===== config.mk =====
export PLATFORM = sky130hd
export DESIGN_NAME = branch_history_table
export DESIGN_NICKNAME = d
export VERILOG_FILES = /design/src/rtl/branch_history_table.sv
export SDC_FILE = /design/constraint.sdc
export NUM_CORES = 1
export LEC_CHECK = 0
export ABC_CLOCK_PERIOD_IN_PS = 9300
export BUFFER_PORTS_ARGS = -buffer_cell sky130_fd_sc_hd__buf_2
export CAP_MARGIN = 20
export CORE_MARGIN = 10
export CORE_UTILIZATION = 50
export CTS_CLUSTER_SIZE = 20
export DETAILED_ROUTE_END_ITERATION = 8
export MAX_ROUTING_LAYER = met4
export PLACE_DENSITY = 0.81
export SLEW_MARGIN = 30
export SYNTH_ARGS = -nofsm -noshare
export SYNTH_HDL_FRONTEND = slang
export SYNTH_SLANG_ARGS = --single-unit

===== constraint.sdc =====
create_clock -name clk -period 9.3 [get_ports clk]
set_clock_uncertainty 0.2 [all_clocks]
set_input_delay 0.93 -clock clk [delete_from_list [all_inputs] [get_ports clk]]
set_output_delay 0.93 -clock clk [all_outputs]
set_load 0.005 [all_outputs]

===== src/rtl/branch_history_table.sv =====
// branch_history_table
//   Table of 2-bit saturating branch-direction counters (00 strong NT ..
//   11 strong T, prediction = bit[1]). Lookups come from fetch, and resolves
//   come from execute in program order. An in-order FIFO remembers each
//   prediction's {index, predicted bit}, so a resolve only carries the outcome.
//
// Ports
//   clk, reset      : clock, synchronous active-high reset
//   lookup_valid    : predict request, accepted when lookup_ready is high
//   lookup_pc       : branch PC, table index = lookup_pc[IDX_W+1:2]
//   lookup_ready    : FIFO has room (depends on occupancy only)
//   pred_valid      : one-cycle strobe, the cycle after an accepted lookup
//   pred_taken      : predicted direction
//   pred_idx        : table index used for the prediction
//   resolve_valid   : oldest in-flight branch resolved
//   resolve_taken   : actual direction
//   mispredict      : registered pulse, popped prediction != actual
//   resolve_err     : registered pulse, resolve arrived with FIFO empty
//   inflight        : FIFO occupancy
//   mispredict_cnt  : saturating mispredict counter
module branch_history_table #(
    parameter int unsigned PC_W       = 32,
    parameter int unsigned IDX_W      = 4,
    parameter int unsigned FIFO_DEPTH = 4,
    parameter logic [1:0]  INIT_STATE = 2'b01
) (
    input  logic                          clk,
    input  logic                          reset,
    input  logic                          lookup_valid,
    input  logic [PC_W-1:0]               lookup_pc,
    output logic                          lookup_ready,
    output logic                          pred_valid,
    output logic                          pred_taken,
    output logic [IDX_W-1:0]              pred_idx,
    input  logic                          resolve_valid,
    input  logic                          resolve_taken,
    output logic                          mispredict,
    output logic                          resolve_err,
    output logic [$clog2(FIFO_DEPTH):0]   inflight,
    output logic [15:0]                   mispredict_cnt
);

    localparam int unsigned PTR_W   = $clog2(FIFO_DEPTH);
    localparam int unsigned OCC_W   = PTR_W + 1;
    localparam int unsigned ENTRIES = 1 << IDX_W;

    logic [1:0]       ctr_q       [ENTRIES];
    logic [IDX_W-1:0] fifo_idx_q  [FIFO_DEPTH];
    logic             fifo_pred_q [FIFO_DEPTH];

    // Pointers carry one extra bit so full and empty are distinguishable.
    logic [OCC_W-1:0] wr_ptr_q, rd_ptr_q;
    logic [OCC_W-1:0] occ;

    logic             pred_valid_q, pred_taken_q;
    logic [IDX_W-1:0] pred_idx_q;
    logic             mispredict_q, resolve_err_q;
    logic [15:0]      mis_cnt_q;

    logic [IDX_W-1:0] lk_idx;
    logic [IDX_W-1:0] pop_idx;
    logic             pop_pred;
    logic             fifo_empty;
    logic             do_push, do_pop;
    logic [1:0]       pop_cur;
    logic [1:0]       ctr_d;
    logic [1:0]       lk_cnt;
    logic             lk_pred;
    logic             mis_d;

    logic unused_pc_bits;
    assign unused_pc_bits = ^{lookup_pc[PC_W-1:IDX_W+2], lookup_pc[1:0]};

    assign occ          = wr_ptr_q - rd_ptr_q;
    assign inflight     = occ;
    assign fifo_empty   = (occ == '0);
    assign lookup_ready = (occ < OCC_W'(FIFO_DEPTH));

    assign lk_idx   = lookup_pc[IDX_W+1:2];
    assign pop_idx  = fifo_idx_q[rd_ptr_q[PTR_W-1:0]];
    assign pop_pred = fifo_pred_q[rd_ptr_q[PTR_W-1:0]];

    assign do_push  = lookup_valid && lookup_ready;
    assign do_pop   = resolve_valid && !fifo_empty;

    always_comb begin
        pop_cur = ctr_q[pop_idx];
        ctr_d   = pop_cur;
        if (resolve_taken) begin
            if (pop_cur != 2'b11) ctr_d = pop_cur + 2'd1;
        end else begin
            if (pop_cur != 2'b00) ctr_d = pop_cur - 2'd1;
        end
    end

    // Same-cycle resolve to the looked-up index: forward the updated value.
    always_comb begin
        lk_cnt = ctr_q[lk_idx];
        if (do_pop && (pop_idx == lk_idx)) lk_cnt = ctr_d;
        lk_pred = lk_cnt[1];
    end

    assign mis_d = do_pop && (pop_pred != resolve_taken);

    always_ff @(posedge clk) begin
        if (reset) begin
            for (int unsigned i = 0; i < ENTRIES; i++) ctr_q[i] <= INIT_STATE;
            wr_ptr_q      <= '0;
            rd_ptr_q      <= '0;
            pred_valid_q  <= 1'b0;
            pred_taken_q  <= 1'b0;
            pred_idx_q    <= '0;
            mispredict_q  <= 1'b0;
            resolve_err_q <= 1'b0;
            mis_cnt_q     <= '0;
        end else begin
            if (do_pop) begin
                ctr_q[pop_idx] <= ctr_d;
                rd_ptr_q       <= rd_ptr_q + 1'b1;
            end
            if (do_push) begin
                fifo_idx_q[wr_ptr_q[PTR_W-1:0]]  <= lk_idx;
                fifo_pred_q[wr_ptr_q[PTR_W-1:0]] <= lk_pred;
                wr_ptr_q                         <= wr_ptr_q + 1'b1;
                pred_taken_q                     <= lk_pred;
                pred_idx_q                       <= lk_idx;
            end
            pred_valid_q  <= do_push;
            mispredict_q  <= mis_d;
            resolve_err_q <= resolve_valid && fifo_empty;
            if (mis_d && (mis_cnt_q != '1)) mis_cnt_q <= mis_cnt_q + 16'd1;
        end
    end

    assign pred_valid     = pred_valid_q;
    assign pred_taken     = pred_taken_q;
    assign pred_idx       = pred_idx_q;
    assign mispredict     = mispredict_q;
    assign resolve_err    = resolve_err_q;
    assign mispredict_cnt = mis_cnt_q;

endmodule


==> results.md <==
* Die Width at 110 um
* F_max at 279 MHz
* CP arrival at 3.44 ns
* CTS sink count at 84
* Worst Hold Launch: pred_idx[0]
* Sum Neg Setup Slack at 0 ns
* Worst path bufs/invs at 1
* Initial antenna violation count at 0
* Synthesized flop and latch total at 84
* Net count reported at finish at 430
* Area growth syn-to-layout at 9.98%
* Post-Route WL at 8620 um
* Distinct cells, synth at 40
* Leakage at 1.68 nW
* Cts hold-fix bufs at 0
* Clk pwr share at between 20% and 30%
* Internal power at 0.696 mW
* Crit path kind: flop to flop
* Cell Area, Synth at 4050 um2
* DRT iter0 DRCs at 221
* Least-Margin Pin Slew at 0.921 ns
* R2r startpoint: wr_ptr_q[0]
* Post-cts resize count at 0
* Sw Pwr at between 0.4 and 0.5 mW
* Reg-to-reg slack, setup at 5.72 ns
* Filler cells at roughly 630
* RePlAce Congestion at 0.791
* Post-synth ARST share at 0%
* Slew Limit Headroom at 38.6%
* Post-DR vias/cell at 5.67
* Setup violators final at 0
* Synth top cells by count: edfxtp_1, nor2_1, dfxtp_1, nand2_1, nand3_1
* Max_cap viols at 0
* Sequential share of the synthesized area at between 50% and 60%
* DRC violations left at 0
* Chip height at 110 um
* Share of layout cells above drive strength 1 at between 20% and 30%
* CTS tree: built
* Hold Path Sink: pred_idx[0]
* PD cells at 248 nW/um2
* Global-route wire length before repair at 13900 um
* VDD IR max at 91.9 uV
* Cell count after synthesis at roughly 360
* Syn. warnings at 0
* Startpoint type of the worst setup path: flop
* Tot GR Track Use at 15.1%
* Reg power frac at approximately 41%
* Avg WL per Cell at 17.5 um
* Core Area at slightly below 8000 um2
* CP max stage cell: nor2_1
* DIE AREA at around 12000 um2
* Critical path required time at 9.15 ns
* Synth Flop Type: edfxtp_1
* Final hold vios at 0
* Row count at 32
* Router iterations before antenna repair at 6
* Min Clock Period, post-route at 3.58 ns
* Slew Viols, Final at 0
* DRT antenna net count at 0
* Largest net degree at the start of global routing at 50
* Buffers added on ports at 36
* ANT cells at 0
* Crit. End Element: flop
* Most frequent cell after synthesis: edfxtp_1
* Worst-path fanout max at 11
* Clock tree root driver cell: clkbuf_8
* Syn avg cell area at 11.4 um2
* FF-to-FF End: ctr_q[13][1]
* Top Ports at between 60 and 70
* Top post-synthesis cells by area: edfxtp_1, dfxtp_1, mux4_2, mux2i_1, nor2_1
* RSZ-0062 raised after global routing: false
* Critical path's largest stage delay at around 0.48 ns
* # Post-CTS Setup Buffers at 0
* Initial Util at approximately half
* Total grt overflow at 0
* Total CTS buffers at 9
* Worst-Skew Late Latency at 0.36 ns
* Via total after detailed routing at around 2.8k
* Post-synth top area share at 38.6%
* Outcome: finished, final reports clean
* Critical-path cell list: inv_1 -> ha_1 -> fa_1 -> xnor3_1 -> a31o_1 -> nor2_1 -> nand2_1 -> nor2_1 -> nand2_1 -> nand2b_1
* Worst-path clk slew at 0.09 ns
* Post-Syn Nets at 400
* Max clock buf depth at 2
* Area post-placement at 4260 um2
* Number of flops mapped to enable cells by yosys at 52
* Net Sw Frac at 36.9%
* Power share of the combinational group at 34.8%
* CP delay by family, top: simple AND/OR/NAND/NOR gates
* Design area at 4450 um2
* Synth area leader: edfxtp_1
* Crit share post-route at approximately two fifths
* DPL Wire Length at 5870 um
* Hold Path Stages at 2
* Worst r2r path cells at 10
* Number of global-route vias before repair at 2788
* HP Class: flop to flop
* H-tree Lvls at 3
-- tightest hold or removal path: cells and delay by family, from the launching register on --
family / cells / cell delay [ns]
compound gates: 1 / 0.05
simple gates: 1 / 0.05
flops: 1 / 0.32
-- layer usage --
layer	global-route usage, %	routed length, um
met3	2.55	612
met1	17.5	3480
met4	6.69	176
met5	-	0
met2	25.3	4340
-- flip-flops by register name, summed over array words and instances, names as in the netlist, named ones only --
name	cells
mispredict_cnt	16
fifo_pred_q	4
pred_idx	4
fifo_idx_q	16
resolve_err	1
pred_valid	1
pred_taken	1
ctr_q	32
mispredict	1
rd_ptr_q	3
wr_ptr_q	3
-- power groups by stage --
stage	Sequential, mW	Clock (mW)	Combinational (mW)
floorplan	0.457	0	0.299
global placement	0.462	0	0.362
detailed placement	0.465	0	0.377
CTS	0.457	0.263	0.382
global route	0.461	0.278	0.423
finish	0.456	0.262	0.384
-- logic make-up (layout without fill, tap and decap cells) --
group	after synthesis	after routing	synth area share, %
buffers and inverters	26	61	3.43
AOI/OAI and AO/OA	19	19	3.21
xor gates and xnor gates	24	24	5.53
DFF	84	84	54.4
muxes	29	29	10.5
adders and majority gates	12	12	3.74
and+or+nand+nor	161	161	19.2
-- stage by stage --
stage / worst slack [ns] / cells / power, mW / hold WS (ns) / util (%)
floorplan: 6.30 / 355 / 0.756 / 0.253 / -
detailed placement: 5.84 / 476 / 0.841 / 0.245 / 54.5
global placement: 5.96 / 476 / 0.824 / 0.239 / 54.5
CTS: 5.73 / 492 / 1.10 / 0.256 / 57.1
finish: 5.72 / 492 / 1.10 / 0.256 / 57.1
global route: 5.47 / 492 / 1.16 / 0.292 / 57.1
-- area by class of cell --
| class | instances | area (um2) | area share, % |
|---|---|---|---|
| Timing Repair Buffer | 37 | 188 | 4.21 |
| Multi-Input combinational cell | 245 | 1710 | 38.4 |
| Inverter | 8 | 30.0 | 0.674 |
| Sequential cell | 84 | 2200 | 49.4 |
| Clock inverter | 6 | 48.8 | 1.10 |
| Tap cell | 102 | 128 | 2.87 |
| Clock buffer | 10 | 149 | 3.34 |
-- layout by cell type, fill, tap and decap left out, drive strengths merged, types with 2 or more instances in the layout --
cell type,synthesis,final
nand3,21,21
nand2,32,32
clkbuf,11,10
nor2,47,47
and2,7,7
and3,5,5
a21oi,5,5
ha,7,7
buf,7,37
nand2b,12,12
o22ai,9,9
mux4,10,10
xor2,14,14
dfxtp,32,32
and4,3,3
nor3,12,12
nor2b,2,2
inv,8,13
xnor2,9,9
or2,13,13
nand4,5,5
mux2i,18,18
maj3,4,4
edfxtp,52,52
-- worst max path at each step --
stage	end	cells after the start	start	slack, ns
6_report	ctr_q[13][1]	10	wr_ptr_q[0]	5.72
5_1_grt	ctr_q[13][1]	10	wr_ptr_q[0]	5.47
4_1_cts	ctr_q[13][1]	10	wr_ptr_q[0]	5.73
3_5_place_dp	fifo_pred_q[1]	7	flop	5.84
3_3_place_gp	ctr_q[5][0]	10	wr_ptr_q[0]	5.96
2_1_floorplan	ctr_q[0][0]	9	wr_ptr_q[0]	6.30
(Power assumes the default switching activity.)
